[config.mk]
export PLATFORM = sky130hd
export DESIGN_NAME = nav_autopilot_flat
export DESIGN_NICKNAME = d
export VERILOG_FILES = /design/src/rtl/nav_pkg.sv /design/src/rtl/nav_autopilot_if.sv /design/src/rtl/nav_axis_step.sv /design/src/rtl/nav_autopilot.sv /design/src/flat_wrapper.sv
export SDC_FILE = /design/constraint.sdc
export NUM_CORES = 1
export LEC_CHECK = 0
export CAP_MARGIN = 20
export CORE_MARGIN = 5
export CORE_UTILIZATION = 56
export CTS_CLUSTER_DIAMETER = 60
export CTS_CLUSTER_SIZE = 40
export DETAILED_ROUTE_END_ITERATION = 12
export HOLD_SLACK_MARGIN = 0.12
export PLACE_DENSITY_LB_ADDON = 0.3
export SYNTH_ARGS = -nofsm -noshare
export SYNTH_HDL_FRONTEND = slang
export SYNTH_HIERARCHICAL = 1
export SYNTH_SLANG_ARGS = --single-unit
[constraint.sdc]
create_clock -name clk -period 12.5 [get_ports clk]
set_input_delay 2.5 -clock clk [delete_from_list [all_inputs] [get_ports clk]]
set_output_delay 2.5 -clock clk [all_outputs]
set_load 0.01 [all_outputs]
[src/rtl/nav_pkg.sv]
// Shared constants, state encoding and axis slice helpers for the autopilot.
`ifndef NAV_PKG_SV
`define NAV_PKG_SV

// Axis slices of a packed {Z,Y,X} bus with k bits per axis.
`define NAV_X(bus, k) bus[(k)-1:0]
`define NAV_Y(bus, k) bus[2*(k)-1:(k)]
`define NAV_Z(bus, k) bus[3*(k)-1:2*(k)]

package nav_pkg;

  // Velocity block mode (one-hot).
  localparam logic [3:0] MODE_ZERO    = 4'b0001;
  localparam logic [3:0] MODE_ATTACK  = 4'b0010;
  localparam logic [3:0] MODE_DEFENSE = 4'b0100;
  localparam logic [3:0] MODE_STEALTH = 4'b1000;

  // Position block mode (one-hot).
  localparam logic [3:0] POS_RESET  = 4'b0001;
  localparam logic [3:0] POS_NORMAL = 4'b0010;
  localparam logic [3:0] POS_JUMP   = 4'b0100;

  typedef enum logic [2:0] {
    ST_ZERO   = 3'd0,
    ST_IDLE   = 3'd1,
    ST_PLAN   = 3'd2,
    ST_JUMP   = 3'd3,
    ST_SETTLE = 3'd4,
    ST_CRUISE = 3'd5,
    ST_DONE   = 3'd6
  } nav_state_e;

endpackage

`endif

[src/rtl/nav_autopilot_if.sv]
// Waypoint handshake plus the Velocity/Position command and feedback bundle.
// Handshake: a target transfers on a rising clk edge where tgt_valid and
// tgt_ready are both high; tgt_pos and jump_en are sampled on that edge only.
interface nav_autopilot_if #(
  parameter int K = 16
);
  logic         tgt_valid;
  logic         tgt_ready;
  logic [3*K-1:0] tgt_pos;
  logic         jump_en;
  logic         abort;
  logic [3*K-1:0] pos_in;
  logic [3:0]   mode;
  logic [3:0]   pos_mode;
  logic [3*K-1:0] speed;
  logic [3*K-1:0] jump_position;
  logic         arrived;
  logic         fault;
  logic         busy;

  // Mission side: offers waypoints, returns position, observes commands.
  modport master (
    output tgt_valid, tgt_pos, jump_en, abort, pos_in,
    input  tgt_ready, mode, pos_mode, speed, jump_position, arrived, fault, busy
  );

  // Autopilot side.
  modport slave (
    input  tgt_valid, tgt_pos, jump_en, abort, pos_in,
    output tgt_ready, mode, pos_mode, speed, jump_position, arrived, fault, busy
  );
endinterface

[src/rtl/nav_axis_step.sv]
// One axis of the planner: signed shortest-path delta, saturated distance
// and a speed step clamped to MAX_STEP so the axis never overshoots.
module nav_axis_step #(
  parameter int K        = 16,
  parameter int MAX_STEP = 4
) (
  input  logic [K-1:0] tgt_i,
  input  logic [K-1:0] pos_i,
  output logic [K-1:0] step_o,
  output logic [K-1:0] dist_o,
  output logic         at_target_o
);

  localparam logic [K-1:0] MOST_NEG = {1'b1, {(K-1){1'b0}}};
  localparam logic [K-1:0] MAX_MAG  = {1'b0, {(K-1){1'b1}}};
  localparam logic [K-1:0] STEP_K   = K'(MAX_STEP);

  logic [K-1:0] delta;
  logic [K-1:0] mag;
  logic         neg;

  // Wrapped delta read as signed; the most-negative value has no positive
  // twin, so its magnitude saturates.
  always_comb begin
    delta  = tgt_i - pos_i;
    neg    = delta[K-1];
    dist_o = delta;
    if (delta == MOST_NEG) begin
      dist_o = MAX_MAG;
    end else if (neg) begin
      dist_o = '0 - delta;
    end
    mag         = (dist_o < STEP_K) ? dist_o : STEP_K;
    step_o      = neg ? ('0 - mag) : mag;
    at_target_o = (delta == '0);
  end

endmodule

[src/rtl/nav_autopilot.sv]
// Waypoint autopilot: accepts a 3-axis target, then either jumps or cruises
// toward it, commanding the Velocity and Position blocks every cycle.
module nav_autopilot
  import nav_pkg::*;
#(
  parameter int K           = 16,
  parameter int MAX_STEP    = 4,
  parameter int JUMP_THRESH = 64,
  parameter int TIMEOUT     = 255
) (
  input  logic       clk,
  input  logic       rst_n,
  nav_autopilot_if.slave bus,
  output nav_state_e dbg_state_o
);

  localparam int CW = $clog2(TIMEOUT + 1);
  localparam logic [K-1:0]  THRESH_K  = K'(JUMP_THRESH);
  localparam logic [CW-1:0] TIMEOUT_C = CW'(TIMEOUT);

  nav_state_e      state_q, state_d;
  logic [3*K-1:0]  tgt_q, tgt_d;
  logic            jen_q, jen_d;
  logic [CW-1:0]   cnt_q, cnt_d;

  logic [3*K-1:0]  pos_w;
  logic [K-1:0]    step_x, step_y, step_z;
  logic [K-1:0]    dist_x, dist_y, dist_z;
  logic            at_x, at_y, at_z;
  logic            all_at, any_far;

  logic            ready;
  logic [3:0]      mode, pos_mode;
  logic [3*K-1:0]  speed;
  logic            arrived, fault;

  assign pos_w = bus.pos_in;

  nav_axis_step #(.K(K), .MAX_STEP(MAX_STEP)) u_x (
    .tgt_i(`NAV_X(tgt_q, K)), .pos_i(`NAV_X(pos_w, K)),
    .step_o(step_x), .dist_o(dist_x), .at_target_o(at_x)
  );
  nav_axis_step #(.K(K), .MAX_STEP(MAX_STEP)) u_y (
    .tgt_i(`NAV_Y(tgt_q, K)), .pos_i(`NAV_Y(pos_w, K)),
    .step_o(step_y), .dist_o(dist_y), .at_target_o(at_y)
  );
  nav_axis_step #(.K(K), .MAX_STEP(MAX_STEP)) u_z (
    .tgt_i(`NAV_Z(tgt_q, K)), .pos_i(`NAV_Z(pos_w, K)),
    .step_o(step_z), .dist_o(dist_z), .at_target_o(at_z)
  );

  assign all_at  = at_x & at_y & at_z;
  assign any_far = (dist_x > THRESH_K) | (dist_y > THRESH_K) | (dist_z > THRESH_K);

  // State, target latch, jump permission latch and cruise timeout counter.
  always_ff @(posedge clk or negedge rst_n) begin
    if (!rst_n) begin
      state_q <= ST_ZERO;
      tgt_q   <= '0;
      jen_q   <= 1'b0;
      cnt_q   <= '0;
    end else begin
      state_q <= state_d;
      tgt_q   <= tgt_d;
      jen_q   <= jen_d;
      cnt_q   <= cnt_d;
    end
  end

  // Next state and all command outputs; abort wins over every other exit.
  always_comb begin
    state_d  = state_q;
    tgt_d    = tgt_q;
    jen_d    = jen_q;
    cnt_d    = cnt_q;
    ready    = 1'b0;
    mode     = MODE_ZERO;
    pos_mode = POS_NORMAL;
    speed    = '0;
    arrived  = 1'b0;
    fault    = 1'b0;
    case (state_q)
      ST_ZERO: begin
        pos_mode = POS_RESET;
        state_d  = ST_IDLE;
      end
      ST_IDLE: begin
        ready = 1'b1;
        if (bus.tgt_valid) begin
          tgt_d   = bus.tgt_pos;
          jen_d   = bus.jump_en;
          state_d = ST_PLAN;
        end
      end
      ST_PLAN: begin
        if (bus.abort) begin
          fault   = 1'b1;
          state_d = ST_IDLE;
        end else if (all_at) begin
          state_d = ST_DONE;
        end else if (jen_q && any_far) begin
          state_d = ST_JUMP;
        end else begin
          cnt_d   = '0;
          state_d = ST_CRUISE;
        end
      end
      ST_JUMP: begin
        if (bus.abort) begin
          fault   = 1'b1;
          state_d = ST_IDLE;
        end else begin
          pos_mode = POS_JUMP;
          mode     = MODE_ATTACK;
          state_d  = ST_SETTLE;
        end
      end
      ST_SETTLE: begin
        if (bus.abort) begin
          fault   = 1'b1;
          state_d = ST_IDLE;
        end else if (all_at) begin
          state_d = ST_DONE;
        end else begin
          cnt_d   = '0;
          state_d = ST_CRUISE;
        end
      end
      ST_CRUISE: begin
        mode = MODE_ATTACK;
        if (bus.abort) begin
          fault   = 1'b1;
          state_d = ST_IDLE;
        end else if (all_at) begin
          state_d = ST_DONE;
        end else if (cnt_q == TIMEOUT_C) begin
          fault   = 1'b1;
          state_d = ST_IDLE;
        end else begin
          speed   = {step_z, step_y, step_x};
          cnt_d   = cnt_q + CW'(1);
        end
      end
      ST_DONE: begin
        arrived = 1'b1;
        state_d = ST_IDLE;
      end
      default: state_d = ST_ZERO;
    endcase
  end

  assign bus.tgt_ready     = ready;
  assign bus.mode          = mode;
  assign bus.pos_mode      = pos_mode;
  assign bus.speed         = speed;
  assign bus.jump_position = tgt_q;
  assign bus.arrived       = arrived;
  assign bus.fault         = fault;
  assign bus.busy          = (state_q != ST_IDLE);
  assign dbg_state_o       = state_q;

endmodule

[src/flat_wrapper.sv]
// flat-port wrapper written by rule: the top's interface ports become plain ports
module nav_autopilot_flat import nav_pkg::*;
#(
  parameter int K           = 16,
  parameter int MAX_STEP    = 4,
  parameter int JUMP_THRESH = 64,
  parameter int TIMEOUT     = 255
)
  (clk, rst_n, dbg_state_o, bus_tgt_valid, bus_tgt_pos, bus_jump_en, bus_abort, bus_pos_in, bus_tgt_ready, bus_mode, bus_pos_mode, bus_speed, bus_jump_position, bus_arrived, bus_fault, bus_busy);
  nav_autopilot_if #(.K(K)) bus_i ();
  input  logic clk;
  input  logic rst_n;
  output nav_state_e dbg_state_o;
  input wire logic [$bits(bus_i.tgt_valid)-1:0] bus_tgt_valid;
  input wire logic [$bits(bus_i.tgt_pos)-1:0] bus_tgt_pos;
  input wire logic [$bits(bus_i.jump_en)-1:0] bus_jump_en;
  input wire logic [$bits(bus_i.abort)-1:0] bus_abort;
  input wire logic [$bits(bus_i.pos_in)-1:0] bus_pos_in;
  output wire logic [$bits(bus_i.tgt_ready)-1:0] bus_tgt_ready;
  output wire logic [$bits(bus_i.mode)-1:0] bus_mode;
  output wire logic [$bits(bus_i.pos_mode)-1:0] bus_pos_mode;
  output wire logic [$bits(bus_i.speed)-1:0] bus_speed;
  output wire logic [$bits(bus_i.jump_position)-1:0] bus_jump_position;
  output wire logic [$bits(bus_i.arrived)-1:0] bus_arrived;
  output wire logic [$bits(bus_i.fault)-1:0] bus_fault;
  output wire logic [$bits(bus_i.busy)-1:0] bus_busy;
  assign bus_i.tgt_valid = bus_tgt_valid;
  assign bus_i.tgt_pos = bus_tgt_pos;
  assign bus_i.jump_en = bus_jump_en;
  assign bus_i.abort = bus_abort;
  assign bus_i.pos_in = bus_pos_in;
  assign bus_tgt_ready = bus_i.tgt_ready;
  assign bus_mode = bus_i.mode;
  assign bus_pos_mode = bus_i.pos_mode;
  assign bus_speed = bus_i.speed;
  assign bus_jump_position = bus_i.jump_position;
  assign bus_arrived = bus_i.arrived;
  assign bus_fault = bus_i.fault;
  assign bus_busy = bus_i.busy;
  nav_autopilot #(.K(K), .MAX_STEP(MAX_STEP), .JUMP_THRESH(JUMP_THRESH), .TIMEOUT(TIMEOUT)) u_core (.clk(clk), .rst_n(rst_n), .bus(bus_i), .dbg_state_o(dbg_state_o));
endmodule
==> qor.txt <==
status -> completed
fin util -> 73.0%
clock buffer depth -> 2
IO Pins -> 212
RD Place Congestion -> 0.978
share of cells above drive strength 1 -> 10.5%
ANT nets after route -> 0
vias in the first global route -> 8523
RSZ-0062 raised after global routing -> no
Inserted Clock Buffers -> 9
post-synthesis sequential area ratio -> 17.2%
WP data arrival -> 7.87 ns
# DRC -> 0
HPWL Detailed -> 19.4 mm
CTS H-tree depth -> 3
DIE AREA -> 18200 um^2
top cell type's share of synthesized area -> 17.2%
clock skew -> 0.00784 ns
Slew @ Worst Pin -> 1.02 ns
Final TNS setup -> 0 ns
Avg WL per Cell -> 17.2 um
Tmin final -> 10.37 ns
fmax -> 0.0964 GHz
hold_sp -> u_core/bus.jump_position[43]
hold depth -> 1
Max Slew Vio Count -> 0
Reg2Reg Depth -> 17
Hold Fails Final Rpt -> 0
Via density -> 6.16
synth unique cells -> 106
Period Utilization, post-route -> 83.0%
Synth async-reset ratio -> 100%
FILL cells -> 1231
Die Y -> 135 um
worst reg-to-reg setup slack -> 7.07 ns
critical path cell sequence -> clkdlybuf4s50_1, ha_1, inv_1, fa_1, a211oi_2, o21ai_1, xnor2_2, o2111ai_4, nor4_4, nand3_1, o211ai_1, nand4b_1, ha_1, nor2_1, xnor2_1, and2_1, clkdlybuf4s50_1
HP Class -> reg2reg
EDFF count, synth -> 0
main area contributors after synthesis -> dfrtp_1 17%, ha_1 7.5%, mux2_2 5.6%, and2_1 4.5%, a21oi_1 4.5%
Post-Syn Area -> 8720 um^2
leading cell type in the layout, fill and taps excluded -> clkdlybuf4s50_1
critical path's slowest cell -> nand3_1
I/O Buffers -> 208
area leader, netlist -> dfrtp_1
DR iter-0 viols -> 930
hold path endpoint -> u_core/bus.jump_position[43]
GR Overflow Total -> 0
DR pass1 iterations -> 6
Worst slew margin -> 32.0%
hold buffers post-CTS -> 0
Via Count -> 9097
Die W -> 135 um
first-pass GRT wire length -> 41.2 mm
Setup-failing EPs final -> 0
r2r endpoint -> u_core/cnt_q[7]
initial antenna violation count -> 0
Layout Area Growth over Synthesis -> 27.7%
R2R Path Start -> u_core/bus.jump_position[32]
ys flop type -> dfrtp_1
clock latency on the worst-skew pair -> 0.35 ns
power density cells -> 319 nW/um^2
TritonCTS clock tree -> yes
most frequent cells in the layout -> 207 x clkdlybuf4s50_1, 98 x nand2_1, 78 x a21oi_1
Overall Global Routing Usage -> 27.0%
Synth Register Bits -> 60
Ys Warns -> 6
Placeable Area -> 15300 um^2
Antenna Cells -> 0
root buf cell -> clkbuf_16
slowest stage delay, CP -> 0.60 ns
Max VDD drop -> 0.000203 V
CP max FO -> 18
cells after synthesis -> 1090
leak pwr -> 4.39 nW
Crit. End Element -> output pin
CTS resizes -> 0
Post-layout nets -> 1417
total of max-cap violations -> 0
Starting Density -> 57.1%
clock transition at the registers of the reported paths -> 0.06 ns
critical path type -> in2out
CP Data Required Time -> 10.00 ns
CTS sink count -> 60
post-CTS setup buffer count -> 0
num rows -> 45
syn avg cell area -> 8.00 um^2
routed wire length -> 25.4 mm
CP Launch Type -> input pin
pin count of the biggest net entering global routing -> 61
## Yosys cell counts, types with 14 or more instances
| master | n |
|---|---|
| a21o_1 | 14 |
| a21oi_1 | 78 |
| a31oi_1 | 39 |
| and2_1 | 63 |
| and3_1 | 15 |
| clkbuf_1 | 29 |
| dfrtp_1 | 60 |
| ha_1 | 52 |
| inv_1 | 64 |
| mux2_2 | 43 |
| nand2_1 | 98 |
| nand3_1 | 34 |
| nand4_1 | 19 |
| nor2_1 | 57 |
| nor3_1 | 28 |
| o21a_1 | 15 |
| o21ai_0 | 44 |
| xnor2_1 | 39 |
| xor2_1 | 24 |
## power by group
part | total [mW] | internal (mW) | leakage (nW) | switching [mW]
clock | 0.277 | 0.180 | 0.153 | 0.0974
combinational | 2.90 | 1.18 | 3.52 | 1.72
sequential | 0.377 | 0.286 | 0.725 | 0.0914
total | 3.55 | 1.64 | 4.39 | 1.91
## worst max-delay path: cells and delay by family
kind | cells | cell delay (ns)
buffers and inverters | 3 | 1.08
XOR/XNOR | 2 | 0.45
AO/OA/AOI/OAI | 4 | 1.28
AND/OR/NAND/NOR | 5 | 1.57
adder cells (fa/ha/maj) | 3 | 0.96
## cells by family after synthesis
logic type               share of synthesized area, %
XOR/XNOR                                         7.39
adder cells (fa/ha/maj)                          8.15
buffers and inverters                            6.49
AND/OR/NAND/NOR                                  25.5
AO/OA/AOI/OAI                                    28.1
multiplexers                                     7.19
other                                          0.0430
flip-flops                                       17.2
## flip-flops by register name (all words and copies together), names as in the netlist
signal / count
u_core/cnt_q: 8
u_core/jen_q: 1
u_core/bus.jump_position: 48
u_core/dbg_state_o: 3
## worst max path at each step
| stage | from | to | slack [ns] | cells after the start |
|---|---|---|---|---|
| after floorplan | bus_pos_in[16] | bus_speed[18] | 3.76 | 17 |
| after global placement | bus_pos_in[1] | bus_speed[2] | 2.15 | 18 |
| after detailed placement | bus_pos_in[17] | bus_speed[20] | 2.11 | 17 |
| after CTS | bus_pos_in[17] | bus_speed[20] | 2.08 | 17 |
| after global routing | bus_pos_in[16] | bus_speed[17] | 1.74 | 18 |
| final | bus_pos_in[32] | bus_speed[34] | 2.13 | 17 |
## layout make-up
class,count,area (um^2),area share (%)
flip-flops and latches,60,1500,13.5
multi-input cells,908,6660,59.8
clock inverters,4,72.6,0.652
well taps,211,264,2.37
clock buffers,12,246,2.21
inverters,66,248,2.23
repair buffers,216,2140,19.2
## through the flow
step | hold WS [ns] | worst slack, ns | area, um^2 | cells | power [mW]
after global placement | 0.504 | 2.15 | 10800 | 1459 | 3.14
final | 0.525 | 2.13 | 11100 | 1477 | 3.55
after floorplan | 0.473 | 3.76 | 8730 | 1092 | 2.49
after global routing | 0.542 | 1.74 | 11100 | 1477 | 3.84
after detailed placement | 0.516 | 2.11 | 10800 | 1460 | 3.20
after CTS | 0.527 | 2.08 | 11100 | 1476 | 3.51
## metal layers
layer	vias to the layer above	global-route usage, %	share of wire (%)
li1	4402	-	-
met1	4306	34.1	42
met2	351	46.8	49
met3	38	5.03	6.9
met4	0	7.81	1.9
met5	-	0	0
No activity file was read; power rests on OpenSTA's default activity.
